==> config.mk <==
export PLATFORM = sky130hd
export DESIGN_NAME = weight_sram_loader_flat
export DESIGN_NICKNAME = d
export VERILOG_FILES = /design/src/rtl/weight_sram_loader_if.sv /design/src/rtl/weight_sram_loader.sv /design/src/flat_wrapper.sv
export SDC_FILE = /design/constraint.sdc
export NUM_CORES = 1
export LEC_CHECK = 0
export ABC_CLOCK_PERIOD_IN_PS = 4200
export BUFFER_PORTS_ARGS = -buffer_cell sky130_fd_sc_hd__buf_4
export CAP_MARGIN = 5
export CELL_PAD_IN_SITES_DETAIL_PLACEMENT = 2
export CELL_PAD_IN_SITES_GLOBAL_PLACEMENT = 2
export CORE_MARGIN = 2
export CORE_UTILIZATION = 34
export CTS_BUF_LIST = sky130_fd_sc_hd__clkbuf_2 sky130_fd_sc_hd__clkbuf_4 sky130_fd_sc_hd__clkbuf_8
export CTS_CLUSTER_SIZE = 28
export DETAILED_ROUTE_END_ITERATION = 12
export PLACE_DENSITY_LB_ADDON = 0.3
export SLEW_MARGIN = 20
export SYNTH_ARGS = -nofsm -noshare
export SYNTH_HDL_FRONTEND = slang
export SYNTH_SLANG_ARGS = --single-unit
==> constraint.sdc <==
create_clock -name Clk -period 4.2 [get_ports Clk]
set_input_delay 0.21 -clock Clk [delete_from_list [all_inputs] [get_ports Clk]]
set_output_delay 0.21 -clock Clk [all_outputs]
set_load 0.01 [all_outputs]
==> src/rtl/weight_sram_loader_if.sv <==
// ---------------------------------------------------------------------------
// weight_sram_loader_if
//   Bundles the weight stream handshake, load control and SRAM write-side
//   signals of the weight SRAM loader.
//   master : upstream side (drives start/numKern/inData/inValid, observes all)
//   slave  : the loader itself
//   Signals:
//     start, numKern[4:0]          load request and kernel count
//     inData[7:0], inValid, inReady weight byte stream handshake
//     sramDataIn[7:0], sramKernAddr[3:0], sramPixAddr[5:0],
//     sramCS, sramWE, sramRD, sramIfmaps, sramPixels   SRAM write port
//     busy, done, wordCount[8:0]   status
// ---------------------------------------------------------------------------
interface weight_sram_loader_if;
  logic       start;
  logic [4:0] numKern;
  logic [7:0] inData;
  logic       inValid;
  logic       inReady;
  logic [7:0] sramDataIn;
  logic [3:0] sramKernAddr;
  logic [5:0] sramPixAddr;
  logic       sramCS;
  logic       sramWE;
  logic       sramRD;
  logic       sramIfmaps;
  logic       sramPixels;
  logic       busy;
  logic       done;
  logic [8:0] wordCount;

  modport master (
    output start, numKern, inData, inValid,
    input  inReady, sramDataIn, sramKernAddr, sramPixAddr, sramCS, sramWE,
           sramRD, sramIfmaps, sramPixels, busy, done, wordCount
  );

  modport slave (
    input  start, numKern, inData, inValid,
    output inReady, sramDataIn, sramKernAddr, sramPixAddr, sramCS, sramWE,
           sramRD, sramIfmaps, sramPixels, busy, done, wordCount
  );
endinterface

==> src/rtl/weight_sram_loader.sv <==
// ---------------------------------------------------------------------------
// weight_sram_loader
//   Accepts a stream of 8-bit kernel weights over valid/ready and writes them
//   kernel-major into the weight SRAM (pixel 0..PIXELS-1 of kernel 0, then
//   kernel 1, ...). Pulses done once the last write has been presented.
//   Ports:
//     Clk  : clock, rising edge
//     Rst  : synchronous active-high reset
//     bus  : weight_sram_loader_if.slave (stream, SRAM write port, status)
//   Parameters:
//     KERNELS : kernel rows in the SRAM, also the maximum load count (<=16)
//     PIXELS  : weights per kernel (<=64)
// ---------------------------------------------------------------------------
module weight_sram_loader #(
  parameter int KERNELS = 16,
  parameter int PIXELS  = 25
) (
  input  logic                  Clk,
  input  logic                  Rst,
  weight_sram_loader_if.slave   bus
);

  localparam logic [4:0] KERN_MAX = 5'(KERNELS);
  localparam logic [5:0] PIX_LAST = 6'(PIXELS - 1);

  typedef enum logic [1:0] {
    S_IDLE,
    S_LOAD,
    S_FLUSH,
    S_DONE
  } state_t;

  state_t     r_state;
  state_t     w_state_next;

  logic [4:0] r_num;       // latched (clamped) kernel count
  logic [4:0] r_kern;      // kernel of the next accepted byte
  logic [5:0] r_pix;       // pixel of the next accepted byte
  logic [8:0] r_word;
  logic [7:0] r_data;
  logic [3:0] r_kaddr;
  logic [5:0] r_paddr;
  logic       r_we;

  logic       w_start;
  logic       w_xfer;
  logic       w_last;
  logic [4:0] w_num_clamped;

  assign w_start = (r_state == S_IDLE) && bus.start;
  assign w_xfer  = (r_state == S_LOAD) && bus.inValid;
  assign w_last  = w_xfer && (r_kern == r_num - 5'd1) && (r_pix == PIX_LAST);

  // A count of zero or anything beyond the SRAM depth means "fill it all".
  assign w_num_clamped = ((bus.numKern == 5'd0) || (bus.numKern > KERN_MAX))
                         ? KERN_MAX : bus.numKern;

  always_ff @(posedge Clk) begin
    if (Rst) begin
      r_state <= S_IDLE;
    end else begin
      r_state <= w_state_next;
    end
  end

  always_comb begin
    w_state_next = r_state;
    case (r_state)
      S_IDLE:  if (w_start) w_state_next = S_LOAD;
      S_LOAD:  if (w_last)  w_state_next = S_FLUSH;
      S_FLUSH: w_state_next = S_DONE;
      S_DONE:  w_state_next = S_IDLE;
      default: w_state_next = S_IDLE;
    endcase
  end

  // Counters and the registered SRAM write port. The strobe is simply the
  // transfer delayed by one cycle, so a reset on the transfer edge drops it.
  always_ff @(posedge Clk) begin
    if (Rst) begin
      r_num   <= 5'd0;
      r_kern  <= 5'd0;
      r_pix   <= 6'd0;
      r_word  <= 9'd0;
      r_data  <= 8'd0;
      r_kaddr <= 4'd0;
      r_paddr <= 6'd0;
      r_we    <= 1'b0;
    end else begin
      r_we <= w_xfer;
      if (w_start) begin
        r_num  <= w_num_clamped;
        r_kern <= 5'd0;
        r_pix  <= 6'd0;
        r_word <= 9'd0;
      end else if (w_xfer) begin
        r_data  <= bus.inData;
        r_kaddr <= r_kern[3:0];
        r_paddr <= r_pix;
        r_word  <= r_word + 9'd1;
        if (r_pix == PIX_LAST) begin
          r_pix  <= 6'd0;
          r_kern <= r_kern + 5'd1;
        end else begin
          r_pix <= r_pix + 6'd1;
        end
      end
    end
  end

  assign bus.inReady      = (r_state == S_LOAD);
  assign bus.busy         = (r_state == S_LOAD) || (r_state == S_FLUSH);
  assign bus.done         = (r_state == S_DONE);
  assign bus.sramDataIn   = r_data;
  assign bus.sramKernAddr = r_kaddr;
  assign bus.sramPixAddr  = r_paddr;
  assign bus.sramCS       = r_we;
  assign bus.sramWE       = r_we;
  assign bus.sramRD       = 1'b0;
  assign bus.sramIfmaps   = 1'b0;
  assign bus.sramPixels   = 1'b0;
  assign bus.wordCount    = r_word;

endmodule

==> src/flat_wrapper.sv <==
// flat-port wrapper written by rule: the top's interface ports become plain ports
module weight_sram_loader_flat 
#(
  parameter int KERNELS = 16,
  parameter int PIXELS  = 25
)
  (Clk, Rst, bus_start, bus_numKern, bus_inData, bus_inValid, bus_inReady, bus_sramDataIn, bus_sramKernAddr, bus_sramPixAddr, bus_sramCS, bus_sramWE, bus_sramRD, bus_sramIfmaps, bus_sramPixels, bus_busy, bus_done, bus_wordCount);
  weight_sram_loader_if bus_i ();
  input  logic Clk;
  input  logic Rst;
  input wire logic [$bits(bus_i.start)-1:0] bus_start;
  input wire logic [$bits(bus_i.numKern)-1:0] bus_numKern;
  input wire logic [$bits(bus_i.inData)-1:0] bus_inData;
  input wire logic [$bits(bus_i.inValid)-1:0] bus_inValid;
  output wire logic [$bits(bus_i.inReady)-1:0] bus_inReady;
  output wire logic [$bits(bus_i.sramDataIn)-1:0] bus_sramDataIn;
  output wire logic [$bits(bus_i.sramKernAddr)-1:0] bus_sramKernAddr;
  output wire logic [$bits(bus_i.sramPixAddr)-1:0] bus_sramPixAddr;
  output wire logic [$bits(bus_i.sramCS)-1:0] bus_sramCS;
  output wire logic [$bits(bus_i.sramWE)-1:0] bus_sramWE;
  output wire logic [$bits(bus_i.sramRD)-1:0] bus_sramRD;
  output wire logic [$bits(bus_i.sramIfmaps)-1:0] bus_sramIfmaps;
  output wire logic [$bits(bus_i.sramPixels)-1:0] bus_sramPixels;
  output wire logic [$bits(bus_i.busy)-1:0] bus_busy;
  output wire logic [$bits(bus_i.done)-1:0] bus_done;
  output wire logic [$bits(bus_i.wordCount)-1:0] bus_wordCount;
  assign bus_i.start = bus_start;
  assign bus_i.numKern = bus_numKern;
  assign bus_i.inData = bus_inData;
  assign bus_i.inValid = bus_inValid;
  assign bus_inReady = bus_i.inReady;
  assign bus_sramDataIn = bus_i.sramDataIn;
  assign bus_sramKernAddr = bus_i.sramKernAddr;
  assign bus_sramPixAddr = bus_i.sramPixAddr;
  assign bus_sramCS = bus_i.sramCS;
  assign bus_sramWE = bus_i.sramWE;
  assign bus_sramRD = bus_i.sramRD;
  assign bus_sramIfmaps = bus_i.sramIfmaps;
  assign bus_sramPixels = bus_i.sramPixels;
  assign bus_busy = bus_i.busy;
  assign bus_done = bus_i.done;
  assign bus_wordCount = bus_i.wordCount;
  weight_sram_loader #(.KERNELS(KERNELS), .PIXELS(PIXELS)) u_core (.Clk(Clk), .Rst(Rst), .bus(bus_i));
endmodule
==> results.md <==
- Drt drc: 0
- Via density per instance: 4.89
- Maximum number of pins on one net before global-route repair: 28
- CP cell instances: inv_1 -> ha_1 -> nand2_2 -> nor4_1 -> nand4_1 -> xor2_1 -> nor2_1
- Worst Setup Path Type: flip-flop to flip-flop
- Critical path buffer and inverter count: 1
- Setup WS post-layout: 1.96 ns
- Period Utilization, post-route: 53.4%
- Number of warning messages in the yosys log: 0
- Cell at the slowest stage of the critical path: nor4_1
- Clock Tree Buf Depth: 2
- Fin crit period: 2.24 ns
- Skew-Pair Late Insertion Delay: 0.30 ns
- GRT met1 Usage: 22.6%
- Fraction of layout instances using a drive strength above 1: 21.7%
- Number of hold-repair buffers added at the cts stage: 0
- Number of standard cells after synthesis: 240
- Antenna Violating Nets Remaining: 0
- Total inserted antenna cells: 0
- Final setup fails: 0
- Post-synthesis cell type with the largest combined area: dfxtp_1
- Worst slew margin relative to its limit: 38.0%
- HPWL after detailed placement: 4250 µm
- Via count of the first global-routing pass: 1807
- Dominant cells by area after synthesis: dfxtp_1, nand2_1, a21oi_1
- Maximum clock frequency: 446 MHz
- Routed wire per std cell: 15.4 µm
- Worst-case clock skew: 0.00812 ns
- Initial core utilization: 34.9%
- Type of the most critical hold path: primary input to flip-flop
- GR peak layer: met2
- Maximum resistive drop on vdd: 0.261 mV
- Gr usage total: 18.1%
- Setup tns final: 0 ns
- Run status: completed
- Crit-path leading delay family: simple AND/OR/NAND/NOR gates
- Setup repair after global routing missed its margin: no
- Startpoint Class: flip-flop
- Number of distinct library cell variants in the gate-level netlist after synthesis: 33
- Portion of the post-synthesis area used by sequential elements: 45.1%
- Number of cell rows: 28
- Number of max-slew violations in the final report: 0
- Leakage: 1.01 nW
- Die area: 0.00665 mm²
- First-pass GRT wire length: 9160 µm
- Met3 global-route usage: 4.18%
- TritonCTS clock tree: done
- Clock Pin Slew Worst Setup and Hold Paths: 0.09 ns
- Number of antenna violations at the first check in global routing: 0
- Maxcap violations: 0
- Kind of capture point of the worst setup path: flip-flop
- Critical path data required time: 4.36 ns
- Synthesized cell area: 0.00204 mm²
- Horiz. Die Dim: 81.5 µm
- Delay contributed by the slowest stage of the critical path: 0.77 ns
- Maximum fanout along the worst path: 6
- Filler cell count in the final layout: 671
- Average instance area after synthesis: 8.51 µm²
- Final weighted congestion of routability-driven global placement: 0.774
- Slew at the pin with the worst max-slew slack: 0.930 ns
- Fraction of met2 tracks used by global routing: 31.7%
- Resized Gates After CTS: 0
- Number of DRC markers after the initial detailed-route iteration: 36
- Worst endpoint data arrival time: 2.41 ns
- Worst-case setup slack after placement: 1.99 ns
- Remaining global-route overflow: 0
- DRT Pass-1 Iters: 4
- Total via count in the routed design: 1765
- Power density cells: 429 mW/mm²
- IO Port Bufs: 48
- Synthesis-stage register bit count: 46
- Final wirelength: 5560 µm
- Clock Sinks: 46
- Root buf cell: clkbuf_8
- Syn-to-layout area delta: 24.2%
- CTS Buf Count: 5
- Final number of hold-violating endpoints: 0
- Area inside the core boundary: 0.00585 mm²
- DIE HEIGHT: 81.5 µm
- I/O pin cnt: 52
- Setup bufs post-CTS: 0
- Post-layout nets: 313
- Number of levels in the clock H-tree: 2
- Top-area cell type share of the netlist area: 45.1%
## cell usage after synthesis
cell type	count
nand2b_1	3
or4_4	1
conb_1	1
o21ai_1	1
or3_1	2
nand2_1	50
xnor2_1	7
a21oi_1	30
nor3b_1	5
and2_1	1
o41ai_2	1
buf_4	4
xor2_1	14
nor3_1	2
o41a_1	1
nand3_1	3
nand4_1	6
nand2_2	1
clkbuf_1	8
o21ai_0	2
or2_2	1
mux2i_1	1
nor4_2	1
nor4_1	1
inv_1	7
xnor3_1	1
ha_1	11
dfxtp_1	46
buf_2	1
nor2b_1	1
nor2_1	23
and3_1	2
or4_1	1
## routing by layer
layer	vias to the layer above	wire length, µm
li1	876	-
met1	858	2410
met2	29	2930
met3	2	203
met4	0	14
met5	-	0
## cell families (layout without fill, tap and decap cells)
group,Yosys count,count (layout),synth area share [%]
simple gates,104,104,23.5
xor+xnor,22,22,10.1
flops,46,46,45.1
fa+ha+maj,11,11,6.74
mux,1,1,0.490
compound gates,35,35,9.43
other cells,1,3,0.184
buf+inv,20,64,4.47
## worst min-delay path, cell delays in order
cell	delay, ns
buf_4	0.11
nand2_1	0.05
a21oi_1	0.05
## state kept, by name (all words and copies together) (netlist names)
| register | count |
|---|---|
| u_core.bus.wordCount | 9 |
| u_core.bus.sramDataIn | 8 |
| u_core.bus.sramPixAddr | 6 |
| u_core.r_pix | 6 |
| u_core.r_kern | 5 |
| u_core.r_num | 5 |
| u_core.bus.sramKernAddr | 4 |
| u_core.r_state | 2 |
| u_core.bus.sramCS | 1 |
## worst paths after layout
check / startpoint / endpoint / slack (ns) / cells after the start
worst min register to register: u_core.bus.sramDataIn[5] / u_core.bus.sramDataIn[5] / 0.46 / 2
worst max-delay path: u_core.r_state[1] / u_core.r_kern[4] / 1.96 / 7
worst min-delay path: bus_inData[5] / u_core.bus.sramDataIn[5] / 0.15 / 3
worst max register to register: u_core.r_state[1] / u_core.r_kern[4] / 1.96 / 7
## report_power, final
part           switching [mW]  internal, mW
clock                   0.154         0.117
sequential             0.0279         0.467
combinational           0.193         0.130
## layout make-up
class	instances	area, µm²	share of cell area, %
Multi-Input combinational cell	176	1040	40.9
Sequential cell	46	921	36.3
Timing Repair Buffer	49	368	14.5
Tap cell	75	93.8	3.70
Clock buffer	5	68.8	2.71
Inverter	7	26.3	1.04
Clock inverter	3	21.3	0.838
## cells in the final DEF, fill, tap and decap left out, drive strengths merged, types with 3 or more instances in the layout
cell type	instances
buf	49
o21ai	3
nor2	23
xor2	14
xnor2	7
a21oi	30
inv	7
nand4	6
dfxtp	46
clkbuf	5
nor3b	5
nand2	51
ha	11
conb	3
nand2b	3
nand3	3
## through the flow
stage | hold WS, ns | area [µm²] | util [%] | power (mW) | std cells
finish | 0.151 | 2540 | 43.4 | 1.09 | 361
floorplan | 0.346 | 2050 | - | 0.716 | 242
global route | 0.138 | 2540 | 43.4 | 1.17 | 361
CTS | 0.146 | 2540 | 43.4 | 1.11 | 361
detailed placement | 0.456 | 2450 | 41.8 | 0.831 | 353
global placement | 0.444 | 2450 | 41.8 | 0.818 | 353
Power figures use the tool's default switching activity.
